**src/rtl/serial_link_pkg.sv**
```systemverilog
// rtl/serial_link_pkg.sv - shared constants, TX state type and frame-length helper for serial_link_sched
package serial_link_pkg;

  localparam int DW_DEFAULT = 16;

  typedef enum logic [1:0] {
    IDLE  = 2'd0,
    SHIFT = 2'd1,
    GAP   = 2'd2
  } tx_state_t;

  // Bits on the line per frame: ID, data word, and the optional trailing parity bit.
  function automatic int frame_len(input int idw, input int dw, input bit parity);
    return idw + dw + (parity ? 1 : 0);
  endfunction

endpackage

```
**src/rtl/serial_link_sched_if.sv**
```systemverilog
// rtl/serial_link_sched_if.sv - requester-side bus (req/data/gnt/busy) of serial_link_sched
interface serial_link_sched_if
  import serial_link_pkg::*;
#(
  parameter int NREQ = 4,
  parameter int DW   = DW_DEFAULT
);

  logic [NREQ-1:0]    req;
  logic [NREQ*DW-1:0] data;
  logic [NREQ-1:0]    gnt;
  logic               busy;

  modport master (
    output req,
    output data,
    input  gnt,
    input  busy
  );

  modport slave (
    input  req,
    input  data,
    output gnt,
    output busy
  );

endinterface

```
**src/rtl/serial_link_sched_rr_arbiter.sv**
```systemverilog
// rtl/serial_link_sched_rr_arbiter.sv - combinational round-robin pick starting after the last winner
module rr_arbiter #(
  parameter int    NREQ = 4,
  localparam int   IDW  = $clog2(NREQ)
) (
  input  logic [NREQ-1:0] req,
  input  logic [IDW-1:0]  ptr,
  output logic [IDW-1:0]  winner,
  output logic            any
);

  logic [IDW-1:0] idx;

  // Walk from the farthest slot back to ptr+1 so the nearest pending requester is written last and wins.
  always_comb begin
    winner = '0;
    any    = 1'b0;
    idx    = '0;
    for (int k = NREQ; k >= 1; k--) begin
      idx = IDW'((int'(ptr) + k) % NREQ);
      if (req[idx]) begin
        winner = idx;
        any    = 1'b1;
      end
    end
  end

endmodule

```
**src/rtl/serial_link_sched.sv**
```systemverilog
// rtl/serial_link_sched.sv - round-robin framed serial TX plus RX deframer; SERIAL_LINK_PARITY_EN adds an even-parity bit
module serial_link_sched
  import serial_link_pkg::*;
#(
  parameter int  NREQ = 4,
  parameter int  DW   = DW_DEFAULT,
  localparam int IDW  = $clog2(NREQ)
) (
  input  logic                clk,
  input  logic                rst_n,
  serial_link_sched_if.slave  bus,
  output logic                ser_dout,
  output logic                ser_frame,
  input  logic                ser_din,
  input  logic                ser_frame_in,
  output logic [DW-1:0]       rx_data,
  output logic [IDW-1:0]      rx_id,
  output logic                rx_valid,
  output logic                rx_err
);

`ifdef SERIAL_LINK_PARITY_EN
  localparam bit PARITY_EN = 1'b1;
`else
  localparam bit PARITY_EN = 1'b0;
`endif

  localparam int FL  = frame_len(IDW, DW, PARITY_EN);
  localparam int CW  = $clog2(FL);
  localparam int RCW = $clog2(FL + 2);

  // ---------------------------------------------------------------- TX side
  tx_state_t       state, state_nxt;
  logic [FL-1:0]   sreg, sreg_nxt;
  logic [CW-1:0]   cnt, cnt_nxt;
  logic [IDW-1:0]  ptr, ptr_nxt;
  logic [NREQ-1:0] gnt_nxt;
  logic [IDW-1:0]  win;
  logic            win_any;
  logic [DW-1:0]   win_data;
  logic [FL-1:0]   frame_word;

  rr_arbiter #(.NREQ(NREQ)) u_arb (
    .req    (bus.req),
    .ptr    (ptr),
    .winner (win),
    .any    (win_any)
  );

  assign win_data = bus.data[int'(win)*DW +: DW];

  // ID sits in the low bits so it leaves the shift register first.
`ifdef SERIAL_LINK_PARITY_EN
  assign frame_word = {^{win_data, win}, win_data, win};
`else
  assign frame_word = {win_data, win};
`endif

  // Next-state and line outputs; req is only looked at while IDLE.
  always_comb begin
    state_nxt = state;
    sreg_nxt  = sreg;
    cnt_nxt   = cnt;
    ptr_nxt   = ptr;
    gnt_nxt   = '0;
    ser_frame = (state == SHIFT);
    ser_dout  = (state == SHIFT) & sreg[0];
    bus.busy  = (state != IDLE);
    unique case (state)
      IDLE: begin
        if (win_any) begin
          state_nxt = SHIFT;
          sreg_nxt  = frame_word;
          cnt_nxt   = '0;
          ptr_nxt   = win;
          gnt_nxt   = NREQ'(1) << win;
        end
      end
      SHIFT: begin
        sreg_nxt = {1'b0, sreg[FL-1:1]};
        cnt_nxt  = cnt + 1'b1;
        if (cnt == CW'(FL - 1)) begin
          state_nxt = GAP;
        end
      end
      GAP: begin
        state_nxt = IDLE;
      end
      default: begin
        state_nxt = IDLE;
      end
    endcase
  end

  // TX state register; reset parks ptr on the last slot so requester 0 is first in line.
  always_ff @(posedge clk) begin
    if (!rst_n) begin
      state   <= IDLE;
      sreg    <= '0;
      cnt     <= '0;
      ptr     <= IDW'(NREQ - 1);
      bus.gnt <= '0;
    end else begin
      state   <= state_nxt;
      sreg    <= sreg_nxt;
      cnt     <= cnt_nxt;
      ptr     <= ptr_nxt;
      bus.gnt <= gnt_nxt;
    end
  end

  // ---------------------------------------------------------------- RX side
  logic [FL-1:0]  rsreg;
  logic [RCW-1:0] rcnt;
  logic           frame_d;
  logic           good_q;
  logic           bad_q;
  logic           len_ok;
  logic           par_ok;

  assign len_ok = (rcnt == RCW'(FL));

  // With parity the whole received frame, parity bit included, must XOR to zero.
`ifdef SERIAL_LINK_PARITY_EN
  assign par_ok = ~^rsreg;
`else
  assign par_ok = 1'b1;
`endif

  // Deframer: shift while the strobe is high, judge the frame on its falling edge, report one cycle later.
  always_ff @(posedge clk) begin
    if (!rst_n) begin
      rsreg    <= '0;
      rcnt     <= '0;
      frame_d  <= 1'b0;
      good_q   <= 1'b0;
      bad_q    <= 1'b0;
      rx_data  <= '0;
      rx_id    <= '0;
      rx_valid <= 1'b0;
      rx_err   <= 1'b0;
    end else begin
      frame_d  <= ser_frame_in;
      rx_valid <= good_q;
      rx_err   <= bad_q;
      good_q   <= 1'b0;
      bad_q    <= 1'b0;
      if (ser_frame_in) begin
        rsreg <= {ser_din, rsreg[FL-1:1]};
        if (rcnt != RCW'(FL + 1)) begin
          rcnt <= rcnt + 1'b1;
        end
      end else if (frame_d) begin
        rcnt <= '0;
        if (len_ok && par_ok) begin
          rx_data <= rsreg[IDW +: DW];
          rx_id   <= rsreg[IDW-1:0];
          good_q  <= 1'b1;
        end else begin
          bad_q <= 1'b1;
        end
      end
    end
  end

endmodule

```
**src/flat_wrapper.sv**
```systemverilog
// flat-port wrapper written by rule: the top's interface ports become plain ports
module serial_link_sched_flat import serial_link_pkg::*;
#(
  parameter int  NREQ = 4,
  parameter int  DW   = DW_DEFAULT,
  localparam int IDW  = $clog2(NREQ)
)
  (clk, rst_n, ser_dout, ser_frame, ser_din, ser_frame_in, rx_data, rx_id, rx_valid, rx_err, bus_req, bus_data, bus_gnt, bus_busy);
  serial_link_sched_if #(.NREQ(NREQ), .DW(DW)) bus_i ();
  input  logic clk;
  input  logic rst_n;
  output logic ser_dout;
  output logic ser_frame;
  input  logic ser_din;
  input  logic ser_frame_in;
  output logic [DW-1:0] rx_data;
  output logic [IDW-1:0] rx_id;
  output logic rx_valid;
  output logic rx_err;
  input wire logic [$bits(bus_i.req)-1:0] bus_req;
  input wire logic [$bits(bus_i.data)-1:0] bus_data;
  output wire logic [$bits(bus_i.gnt)-1:0] bus_gnt;
  output wire logic [$bits(bus_i.busy)-1:0] bus_busy;
  assign bus_i.req = bus_req;
  assign bus_i.data = bus_data;
  assign bus_gnt = bus_i.gnt;
  assign bus_busy = bus_i.busy;
  serial_link_sched #(.NREQ(NREQ), .DW(DW)) u_core (.clk(clk), .rst_n(rst_n), .bus(bus_i), .ser_dout(ser_dout), .ser_frame(ser_frame), .ser_din(ser_din), .ser_frame_in(ser_frame_in), .rx_data(rx_data), .rx_id(rx_id), .rx_valid(rx_valid), .rx_err(rx_err));
endmodule
```
**config.mk**
```make
export PLATFORM = sky130hd
export DESIGN_NAME = serial_link_sched_flat
export DESIGN_NICKNAME = d
export VERILOG_FILES = /design/src/rtl/serial_link_pkg.sv /design/src/rtl/serial_link_sched_if.sv /design/src/rtl/serial_link_sched_rr_arbiter.sv /design/src/rtl/serial_link_sched.sv /design/src/flat_wrapper.sv
export SDC_FILE = /design/constraint.sdc
export NUM_CORES = 1
export LEC_CHECK = 0
export CAP_MARGIN = 20
export CORE_ASPECT_RATIO = 1.75
export CORE_MARGIN = 10
export CORE_UTILIZATION = 35
export DETAILED_ROUTE_END_ITERATION = 8
export RECOVER_POWER = 25
export SYNTH_ARGS = -nofsm -noshare
export SYNTH_HDL_FRONTEND = slang
export SYNTH_SLANG_ARGS = --single-unit
```
**constraint.sdc**
```tcl
create_clock -name clk -period 1.85 [get_ports clk]
set_input_delay 0.185 -clock clk [delete_from_list [all_inputs] [get_ports clk]]
set_output_delay 0.185 -clock clk [all_outputs]
set_load 0.005 [all_outputs]
```
# [Word level (Yosys, flattened, before mapping)]
# Cells that the tools add are included.
[totals] reg_bits=77 in_bits=72 out_inout_bits=27
[op_classes] addsub=6 order_cmp=4 eq_ne=7 n_shift=2 mux=28 bitwise=4 reduce_logical=11
[op_table] operator="64-bit by 7-bit variable part select with 16-bit output" count=1
[op_table] operator="18-bit one-hot mux with 2 select lines" count=1
[op_table] operator="5-bit 2-to-1 mux" count=4
[op_table] operator="18-bit 2-to-1 mux" count=1
[op_table] operator="2-bit by 3-bit less-than comparator with 1-bit output (second input constant)" count=4
[op_table] operator="2-bit 2-to-1 mux" count=6
[op_table] operator="5-bit by 1-bit adder with 5-bit output (second input constant)" count=2
[op_table] operator="5-bit equality test (second input constant)" count=2
[op_table] operator="1-bit 2-to-1 mux" count=10
[op_table] operator="5-bit one-hot mux with 2 select lines" count=1
[op_table] operator="1-bit binary-select mux with 2-bit select" count=4
[op_table] operator="2-bit AND reduction" count=4
[op_table] operator="3-bit AND reduction" count=2
[op_table] operator="2-bit nonzero test" count=3
[op_table] operator="5-bit != test (second input constant)" count=1
[op_table] operator="2-bit by 1-bit adder with 2-bit output (second input constant)" count=2
[op_table] operator="2-bit adder (second input constant)" count=2
[op_table] operator="2-bit by 1-bit != test with 1-bit output (second input constant)" count=2
[op_table] operator="2-bit one-hot mux with 2 select lines" count=1
[op_table] operator="1-bit by 2-bit << shifter with 4-bit output (first input constant)" count=1
[op_table] operator="1-bit NOT" count=3
[op_table] operator="3-bit OR reduction" count=1
[op_table] operator="2-bit by 1-bit equality test with 1-bit output (second input constant)" count=1
[op_table] operator="2-bit zero test" count=1
[op_table] operator="2 further kinds" count=2

# [Depth between registers and ports, before layout]
# Gate-level depths: netlist of run 1.
[depth] word_depth=10 ltp_mapped=8 depth_no_buf=6

# [Modules after synthesis]
# Synthesis of run 1 repeated with hierarchy kept, for this count alone.
[unflattened] hier_cells=361 area_unflattened_um2=3492.1
[by_module_without_submodules] mod="serial_link_sched" n_inst=1 cells_per_inst=347 area_each_um2=3400.8 seq_area_each_um2=1541.5
[by_module_without_submodules] mod="rr_arbiter" n_inst=1 cells_per_inst=14 area_each_um2=91.3 seq_area_each_um2=0.0

# [Worst setup path after synthesis of run 1]
# No wires, ideal clock.
[synth_path] path_type="register to register" start="register u_core.ptr[0]" end="register u_core.sreg[10]" setup_time_ps=133 t_arrival_ps=1447 required_time_ps=1717 setup_slack_ps=270 stages_incl_launch_ff=9 synth_period_minus_slack_ps=1580 path_cell_list="dfxtp_1 nand2b_2 a21bo_1 buf_6 and3_1 buf_6 buf_6 mux2i_1 o221ai_1"
[synth_via] elab_chain_len=10 elab_cells_between_ends=25
[synth_rtl] item="from (decl)" line="serial_link_sched.sv:36" text="logic [IDW-1:0] ptr, ptr_nxt;"
[synth_rtl] item="from (signal assigned)" line="serial_link_sched.sv:101" text="ptr <= IDW'(NREQ - 1);"
[synth_rtl] item="from (signal assigned)" line="serial_link_sched.sv:107" text="ptr <= ptr_nxt;"
[synth_rtl] item="2-bit by 1-bit adder with 2-bit output" line="serial_link_sched_rr_arbiter.sv:20" text="idx = IDW'((int'(ptr) + k) % NREQ);"
[synth_rtl] item="1-bit binary-select mux with 2-bit select" line="serial_link_sched_rr_arbiter.sv:21" text="if (req[idx]) begin"
[synth_rtl] item="1-bit 2-to-1 mux (not written as such)" line="serial_link_sched_rr_arbiter.sv:21"
[synth_rtl] item="2-bit 2-to-1 mux (4 in a row)" line="serial_link_sched_rr_arbiter.sv:21"
[synth_rtl] item="64-bit by 7-bit variable part select with 16-bit output" line="serial_link_sched.sv:50" text="assign win_data = bus.data[int'(win)*DW +: DW];"
[synth_rtl] item="18-bit 2-to-1 mux" line="serial_link_sched.sv:71" text="if (win_any) begin"
[synth_rtl] item="18-bit one-hot mux with 2 select lines" line="serial_link_sched.sv:69" text="unique case (state)"
[synth_rtl] item="to (signal assigned)" line="serial_link_sched.sv:105" text="sreg <= sreg_nxt;"
[synth_rtl] item="to (decl)" line="serial_link_sched.sv:34" text="logic [FL-1:0] sreg, sreg_nxt;"
# Parallel ways exist; a longest one is shown, timed or not. The select of a mux whose other input is x is not followed.
# A chain may end at the register's enable or synchronous reset.

# [Worst setup path in the final report of run 1]
[layout_path] start="register u_core.state[1]" end="output ser_dout"
[layout_via] elab_chain_len=2
[layout_rtl] item="from (decl)" line="serial_link_sched.sv:33" text="tx_state_t state, state_nxt;"
[layout_rtl] item="from (signal assigned)" line="serial_link_sched.sv:104" text="state <= state_nxt;"
[layout_rtl] item="2-bit by 1-bit equality test with 1-bit output" line="serial_link_sched.sv:67" text="ser_dout = (state == SHIFT) & sreg[0];"
[layout_rtl] item="1-bit bitwise AND" line="serial_link_sched.sv:67"
[layout_rtl] item="to (decl)" line="flat_wrapper.sv:12" text="output logic ser_dout;"
# No other way between the ends.

==> summary.md, run 1 <==
| Metric | Value |
|---|---|
| Slowest cell on crit path | `clkdlybuf4s50_1` |
| Number of placement rows | `just under 50` |
| Register share of total power | `39.4%` |
| Final Hold Vio Count | `0` |
| Peak ir drop on the vdd network | `roughly 0.00057 V` |
| Clock tree from TritonCTS | `yes` |
| Post-synth net total | `522` |
| Fraction of synthesized cell area taken by the top area cell type | `between 40% and 50%` |
| Number of H-tree levels | `3` |
| Data arrival time at the worst-slack endpoint | `approximately 1.6 ns` |
| RSZ-0062 raised after global routing | `no` |
| Final GP Congestion | `0.7761` |
| Layout-stage area growth over the synthesis result | `44.28%` |
| Outcome | `finished, final reports clean` |
| Number of register bits inferred by synthesis | `between 70 and 80` |
| I/O Pins | `99` |
| Crit path launch type | `flip-flop` |
| Yosys warns | `0` |
| Share of post-route cells with drive strength above 1 | `approximately a tenth` |
| Part of the power in combinational logic | `around 16%` |
| Initial core utilization | `a little over a third` |
| Overall routing resource usage | `12.98%` |
| Syn avg cell area | `approximately 8.4 um^2` |
| # Max-Cap Violations | `0` |
| Switching power total | `between 1000 and 1500 uW` |
| Final Skew | `slightly above 0.006 ns` |
| Most used routing layer | `met2` |
| Placed wire-length estimate | `approximately 7800 um` |
| Post-layout min period | `1.784 ns` |
| Clock slew seen by the registers of the worst setup and hold paths | `roughly 0.060 ns` |
| Initial antenna violation count | `0` |
| DIE WIDTH | `between 90 and 100 um` |
| Int Power | `around 3500 uW` |
| Cell taking the most area after synthesis | `dfxtp_1` |
| Dominant cells by area after synthesis | `dfxtp_1, mux2i_1, nand2_1` |
| Root Buffer | `clkbuf_16` |
| Final setup viols | `0` |
| Pwr per Cell Area | `roughly 850 nW/um^2` |
| Slew at the pin with the worst max-slew slack | `0.6142 ns` |
| Max transition margin | `between 50% and 60%` |
| Clock net sink count | `77` |
| Residual DRC count | `0` |
| Routing usage on met1 | `between 10% and 20%` |
| Cell area after placement | `5030 um^2` |
| Wire length of the first global-routing pass | `16950 um` |
| Post-layout instance area | `roughly 5400 um^2` |
| Sort of element at the end of the critical path | `output pin` |
| Critical path cell sequence | `nand2b_4 -> inv_1 -> and2_1 -> clkdlybuf4s50_1` |
| Grt met2 use | `about a quarter` |
| Category of the critical setup timing path | `reg2out` |
| Largest fanout on the critical path | `5` |
| Number of inserted diodes | `0` |
| Stage delay of the slowest cell on the critical path | `0.52 ns` |
| Pre-antenna DRT Iters | `6` |
| Met3 track demand over resource | `a little over 5%` |
| Number of clock buffers inserted by TritonCTS | `9` |
| Cell area after synthesis | `approximately 3700 um^2` |
| Type of the most critical hold path | `reg2reg` |
| Initial detailed-routing violation count | `116` |
| Largest net degree at the start of global routing | `36` |
| Layout Nets | `between 600 and 700` |
| Main flop type after synthesis | `dfxtp_1` |
| Average wire per cell in the routed design | `14.38 um` |
| Post-place setup slack | `-0.2177 ns` |
| Sequential element share of the synthesized area | `approximately two fifths` |
| Share of the clock period used by the worst path after layout | `a little over nine tenths` |
| Library cells used by synthesis | `between 40 and 50` |
| Async SR Flop Fraction | `0%` |
| Die footprint | `15340 um^2` |
| Number of enable-type register cells in the synthesized netlist | `0` |
| Hold buffers post-CTS | `0` |
| Vias in the first global route | `~3700` |
| Die span in y | `~160 um` |
| Fraction of power spent switching nets | `between 20% and 30%` |
| Leak | `between 0.002 and 0.0025 uW` |
| Final count of pins violating max slew | `0` |
| Final wirelength | `just under 10000 um` |
| Total congestion overflow | `0` |
| Latest clock arrival within the worst-skew pair | `between 0.3 and 0.4 ns` |
| Clock buffer depth | `2` |
| Post-synthesis cell count | `between 400 and 500` |
| Count of buffers inserted at the top-level ports | `98` |
| Portion of total power attributed to the clock network | `~44%` |
| Vias per inst | `between 5 and 6` |
| Vias after detailed routing | `between 3000 and 4000` |
| Highest achievable clock rate | `about 0.56 GHz` |
| Post-DRT Antenna Nets | `0` |
| Final critical-path setup slack | `around 0.066 ns` |
| Total core area | `a little over 10000 um^2` |
| Crit path required time | `between 1.5 and 2 ns` |
==> final timing paths <==
| kind | to | slack, ns | start | depth (start not counted) |
|---|---|---|---|---|
| max | ser_dout | 0.07 | u_core.state[1] | 4 |
| min | u_core.rx_err | 0.43 | u_core.bad_q | 1 |
| max reg2reg | u_core.rx_id[0] | 0.17 | u_core.rcnt[0] | 6 |
| min reg2reg | u_core.rx_err | 0.43 | u_core.bad_q | 1 |
==> what timing repair did <==
| action | in CTS | in global routing |
|---|---|---|
| setup buffers | 0 | 0 |
| pin swaps | 0 | 0 |
| endpoints found under the setup margin | 1 | 4 |
| resized for setup | 2 | 2 |
==> synthesized netlist by cell type (all sizes together), types with 2 or more instances <==
master	n
nand3	21
xnor2	2
mux2i	34
nor3b	3
dfxtp	77
nand4	2
nand2b	6
a31oi	18
nor2	38
o221ai	7
and2	5
inv	22
o21a	10
and4	17
and3	4
o211ai	17
a22o	7
or2	4
clkbuf	19
ha	4
a21oi	25
buf	12
xor2	3
nand2	75
a211oi	2
a21o	2
==> flip-flops by register name, summed over array words and instances (netlist names), 2 cells and up <==
name and cells:
u_core.bus.gnt 4, u_core.cnt 5, u_core.ptr 2, u_core.rcnt 5, u_core.rsreg 18, u_core.rx_data 16, u_core.rx_id 2, u_core.sreg 18
u_core.state 2
==> layout make-up <==
cell class	count	area, um^2
Clock buffer	10	239.0
Clock inverter	6	110.1
Fill cell	1010	4984
Inverter	22	82.58
Multi-Input combinational cell	316	1979
Sequential cell	77	1543
Tap cell	127	158.9
Timing Repair Buffer	130	1265
==> power by group through the flow <==
stage	sequential, uW	clock [uW]	combinational, uW
floorplan	1810	0	419
global placement	1830	0	754
detailed placement	1830	0	762
CTS	1800	2080	765
global route	1810	2140	833
finish	1800	2020	750
==> worst max-delay path, delay by kind of cell (launching register included) <==
family / cells / cell delay (ns)
buffers and inverters: 2 / 0.62
and+or+nand+nor: 2 / 0.32
DFF: 1 / 0.34
==> through the flow <==
step / utilization (%) / std cells / power [uW] / TNS, ns / hold slack (ns)
floorplan: - / 446 / 2234 / 0 / 0.3325
global placement: 48.54 / 672 / 2587 / -2.741 / 0.4232
detailed placement: 48.54 / 672 / 2596 / -3.280 / 0.4169
CTS: 51.99 / 688 / 4641 / 0 / 0.4302
global route: 51.90 / 688 / 4780 / 0 / 0.4572
finish: 51.90 / 688 / 4573 / 0 / 0.4300
==> metal layers <==
metal / vias to the layer above / wire [um] / part of all wire (%)
li1: 1784 / - / -
met1: 1584 / 3769 / 38
met2: 107 / 5225 / 53
met3: 9 / 765 / 7.7
met4: 0 / 131 / 1.3
met5: - / 0 / 0
==> cell usage in the layout, fill, tap and decap left out, types with 3 or more instances in the layout <==
cell             count
and2_1               5
buf_12               4
nand2_1             75
dfxtp_1             76
clkbuf_16            9
o221ai_1             7
or2_2                4
nand2b_1             4
a21oi_1             25
o21a_1              10
a31oi_1             18
a22o_1               7
and3_1               4
xor2_1               3
nor3b_1              3
o211ai_1            17
nor2_1              37
buf_4               26
ha_1                 4
bufinv_16            3
inv_1               22
mux2i_1             34
nand3_1             20
clkdlybuf4s50_1     97
and4_1              17
==> cells by family after synthesis <==
family,count (synthesis),share of synthesized area [%]
muxes,34,9.131
AOI/OAI and AO/OA,93,17.19
xor gates and xnor gates,5,1.175
buffers and inverters,53,6.076
and+or+nand+nor,180,23.73
adders and majority gates,4,1.343
DFF,77,41.36
No activity file was read; power rests on OpenSTA's default activity.
==> inputs of run 2 (changes only) <==
--- a/config.mk
+++ b/config.mk
@@ -11,6 +11,7 @@
 export CORE_UTILIZATION = 35
 export DETAILED_ROUTE_END_ITERATION = 8
 export RECOVER_POWER = 25
+export SETUP_SLACK_MARGIN = 0.02
 export SYNTH_ARGS = -nofsm -noshare
 export SYNTH_HDL_FRONTEND = slang
 export SYNTH_SLANG_ARGS = --single-unit
==> constraint.sdc (replaced) <==
create_clock -name clk -period 1.68 [get_ports clk]
set_input_delay 0.168 -clock clk [delete_from_list [all_inputs] [get_ports clk]]
set_output_delay 0.168 -clock clk [all_outputs]
set_load 0.005 [all_outputs]
==> run 2 against run 1 <==
Clock power about the same. Largest cell class unchanged. Sequential cell count unchanged. Sequential share of layout area down 1.3 points. Total power up 9.6%. Wire length up 6.1%. Die area unchanged. Count of clock-buffer cells in the layout unchanged. Design area up 4.9%. Via count up 2.8%.
==> summary.md, run 2 (same netlist as run 1, synthesis figures left out) <==
| Metric | Value |
|---|---|
| Outcome | `finished, final reports clean (unchanged)` |
| Post-place setup slack | `-0.3794 ns (was -0.2177 ns)` |
| Clock slew seen by the registers of the worst setup and hold paths | `0.06 ns (about the same)` |
| Combined area of the multi-input logic cells | `2093 um^2 (was 1979 um^2)` |
| Vias in the first global route | `3666 (was 3713)` |
| Slowest cell on crit path | `dfxtp_4 (was clkdlybuf4s50_1)` |
| Leak | `0.002341 uW (was 0.002198 uW)` |
| Crit path launch type | `flip-flop (unchanged)` |
| Root Buffer | `clkbuf_16 (unchanged)` |
| Layout Nets | `646 (was 632)` |
| Peak ir drop on the vdd network | `0.0006139 V (was 0.0005747 V)` |
| Switching power total | `1208 uW (was 1063 uW)` |
| Cell family contributing the most delay on the critical path | `simple AND/OR/NAND/NOR gates (was buffers and inverters)` |
| Final Hold Vio Count | `0 (unchanged)` |
| Number of placement rows | `49 (unchanged)` |
| Crit path required time | `1.88 ns (was 1.66 ns)` |
| Die footprint | `15340 um^2 (unchanged)` |
| Highest achievable clock rate | `0.6111 GHz` |
| Int Power | `3804 uW (was 3510 uW)` |
| Category of the critical setup timing path | `reg2reg (was reg2out)` |
| Critical path cell sequence | `nand2b_4 -> a21bo_1 -> and3_4 -> clkbuf_16 -> mux2i_4 -> o221ai_1 (was nand2b_4 -> inv_1 -> and2_1 -> clkdlybuf4s50_1)` |
| Fill count | `956 (was 1010)` |
| Largest net degree at the start of global routing | `36 (unchanged)` |
| Residual DRC count | `0 (unchanged)` |
| Portion of total power attributed to the clock network | `40.6% (was 44.2%)` |
| WP buf/inv | `1 (was 2)` |
| Number of inserted diodes | `0 (unchanged)` |
| Total congestion overflow | `0 (unchanged)` |
| Average wire per cell in the routed design | `14.97 um (was 14.38 um)` |
| Final setup viols | `0 (unchanged)` |
| Vias after detailed routing | `3580 (was 3484)` |
| Clock tree from TritonCTS | `yes (unchanged)` |
| Fraction of power spent switching nets | `24.11% (was 23.24%)` |
| Share of the clock period used by the worst path after layout | `between 90% and 100%` |
| Final GP Congestion | `0.8032 (was 0.7761)` |
| Clock buffer depth | `2 (unchanged)` |
| DIE WIDTH | `98.01 um (unchanged)` |
| Routing usage on met1 | `13.23% (was 12.84%)` |
| Pwr per Cell Area | `888.2 nW/um^2 (was 850.4 nW/um^2)` |
| Overall routing resource usage | `13.42% (was 12.98%)` |
| Final wirelength | `10500 um (was 9890 um)` |
| Register share of total power | `39.6% (was 39.4%)` |
| Initial detailed-routing violation count | `99 (was 116)` |
| Final core utilization | `54.46% (was 51.90%)` |
| # Max-Cap Violations | `0 (unchanged)` |
| Type of the most critical hold path | `reg2reg (unchanged)` |
| Number of clock buffers inserted by TritonCTS | `9 (unchanged)` |
| Latest clock arrival within the worst-skew pair | `0.33 ns (about the same)` |
| Post-DRT Antenna Nets | `0 (unchanged)` |
| Final critical-path setup slack | `0.04361 ns (was 0.06562 ns)` |
| Most common library cell in the layout ignoring fill and taps | `clkdlybuf4s50_1 (unchanged)` |
| Stage delay of the slowest cell on the critical path | `0.36 ns (was 0.52 ns)` |
| Die span in y | `156.5 um (unchanged)` |
| Register area | `1545 um^2 (was 1543 um^2)` |
| Share of post-route cells with drive strength above 1 | `15.16% (was 10.52%)` |
| I/O Pins | `99 (unchanged)` |
| Layout-stage area growth over the synthesis result | `51.39% (was 44.28%)` |
| Total core area | `10360 um^2 (unchanged)` |
| Met3 track demand over resource | `5.159% (was 5.115%)` |
| Final count of pins violating max slew | `0 (unchanged)` |
| Initial antenna violation count | `0 (unchanged)` |
| Most used cells in the layout excluding fill and tap cells | `clkdlybuf4s50_1, dfxtp_1, nand2_1 (unchanged)` |
| Count of buffers inserted at the top-level ports | `98 (unchanged)` |
| Initial core utilization | `35.97% (unchanged)` |
| Most used routing layer | `met2 (unchanged)` |
| Slew at the pin with the worst max-slew slack | `0.4685 ns (was 0.6142 ns)` |
| Sort of element at the end of the critical path | `flip-flop (was output pin)` |
| Final Skew | `0.004410 ns (was 0.006199 ns)` |
| Clock net sink count | `77 (unchanged)` |
| Max transition margin | `68.77% (was 58.95%)` |
| Part of the power in combinational logic | `19.8% (was 16.4%)` |
| Wire length of the first global-routing pass | `17380 um (was 16950 um)` |
| Vias per inst | `5.107 (was 5.064)` |
| Pre-antenna DRT Iters | `4 (was 6)` |
| Number of H-tree levels | `3 (unchanged)` |
| Data arrival time at the worst-slack endpoint | `1.84 ns (was 1.60 ns)` |
| Grt met2 use | `24.64% (was 23.75%)` |
| Post-layout min period | `about 1.6 ns` |
| Largest fanout on the critical path | `8 (was 5)` |
| RSZ-0062 raised after global routing | `yes (was no)` |
| Biggest registers after layout | `u_core.rsreg x18, u_core.sreg x18, u_core.rx_data x16 (unchanged)` |
| Placed wire-length estimate | `8063 um (was 7795 um)` |
## run 2: power by group through the flow
stage	clock network (uW)	registers [uW]	logic (uW)
global route	2160	1990	1080
CTS	2090	1980	883
global placement	0	2020	851
finish	2030	1980	994
detailed placement	0	2020	867
floorplan	0	2000	462
## run 2: final timing paths
| check | startpoint | endpoint | slack, ns | cells past startpoint |
|---|---|---|---|---|
| max | u_core.ptr[0] | u_core.sreg[2] | 0.04 | 6 |
| min | u_core.good_q | u_core.rx_valid | 0.43 | 1 |
| max reg2reg | u_core.ptr[0] | u_core.sreg[2] | 0.04 | 6 |
| min reg2reg | u_core.good_q | u_core.rx_valid | 0.43 | 1 |
## run 2: final cells by class
type	instances	share of cell area, %
sequential	77	27.38
tap	127	2.816
clock buffer	10	4.235
multi-input combinational	316	37.10
inverter	22	1.463
clock inverter	5	1.330
timing repair buffer	144	25.68
## run 2: what timing repair did
item                                    in CTS  in global routing
buffers inserted                             0                  3
gates cloned                                 0                  2
endpoints found under the setup margin       6                 22
pin swaps                                    1                  6
gates resized for setup                      6                 32
hold buffers                                 0                  0
## run 2: per-layer routing
| metal | up-vias | wire length (um) | part of all wire [%] |
|---|---|---|---|
| met5 | - | 0 | 0 |
| met4 | 0 | 242 | 2.3 |
| met3 | 15 | 765 | 7.3 |
| met2 | 104 | 5458 | 52 |
| met1 | 1643 | 4032 | 38 |
| li1 | 1818 | - | - |
## run 2: metrics by stage
| step | std cells | hold WS (ns) | power [uW] | TNS [ns] | area, um^2 |
|---|---|---|---|---|---|
| final | 701 | 0.4334 | 5012 | 0 | 5643 |
| after CTS | 696 | 0.4365 | 4951 | 0 | 5455 |
| after global placement | 681 | 0.4199 | 2868 | -6.830 | 5110 |
| after global routing | 701 | 0.4635 | 5234 | -0.02372 | 5643 |
| after detailed placement | 681 | 0.4231 | 2883 | -8.300 | 5110 |
| after floorplan | 446 | 0.3155 | 2460 | 0 | 3727 |
## run 2: worst register-to-register path, stage by stage, from the launching register on
cell	delay (ns)
dfxtp_4	0.36
nand2b_4	0.15
a21bo_1	0.16
and3_4	0.28
clkbuf_16	0.20
mux2i_4	0.23
o221ai_1	0.13
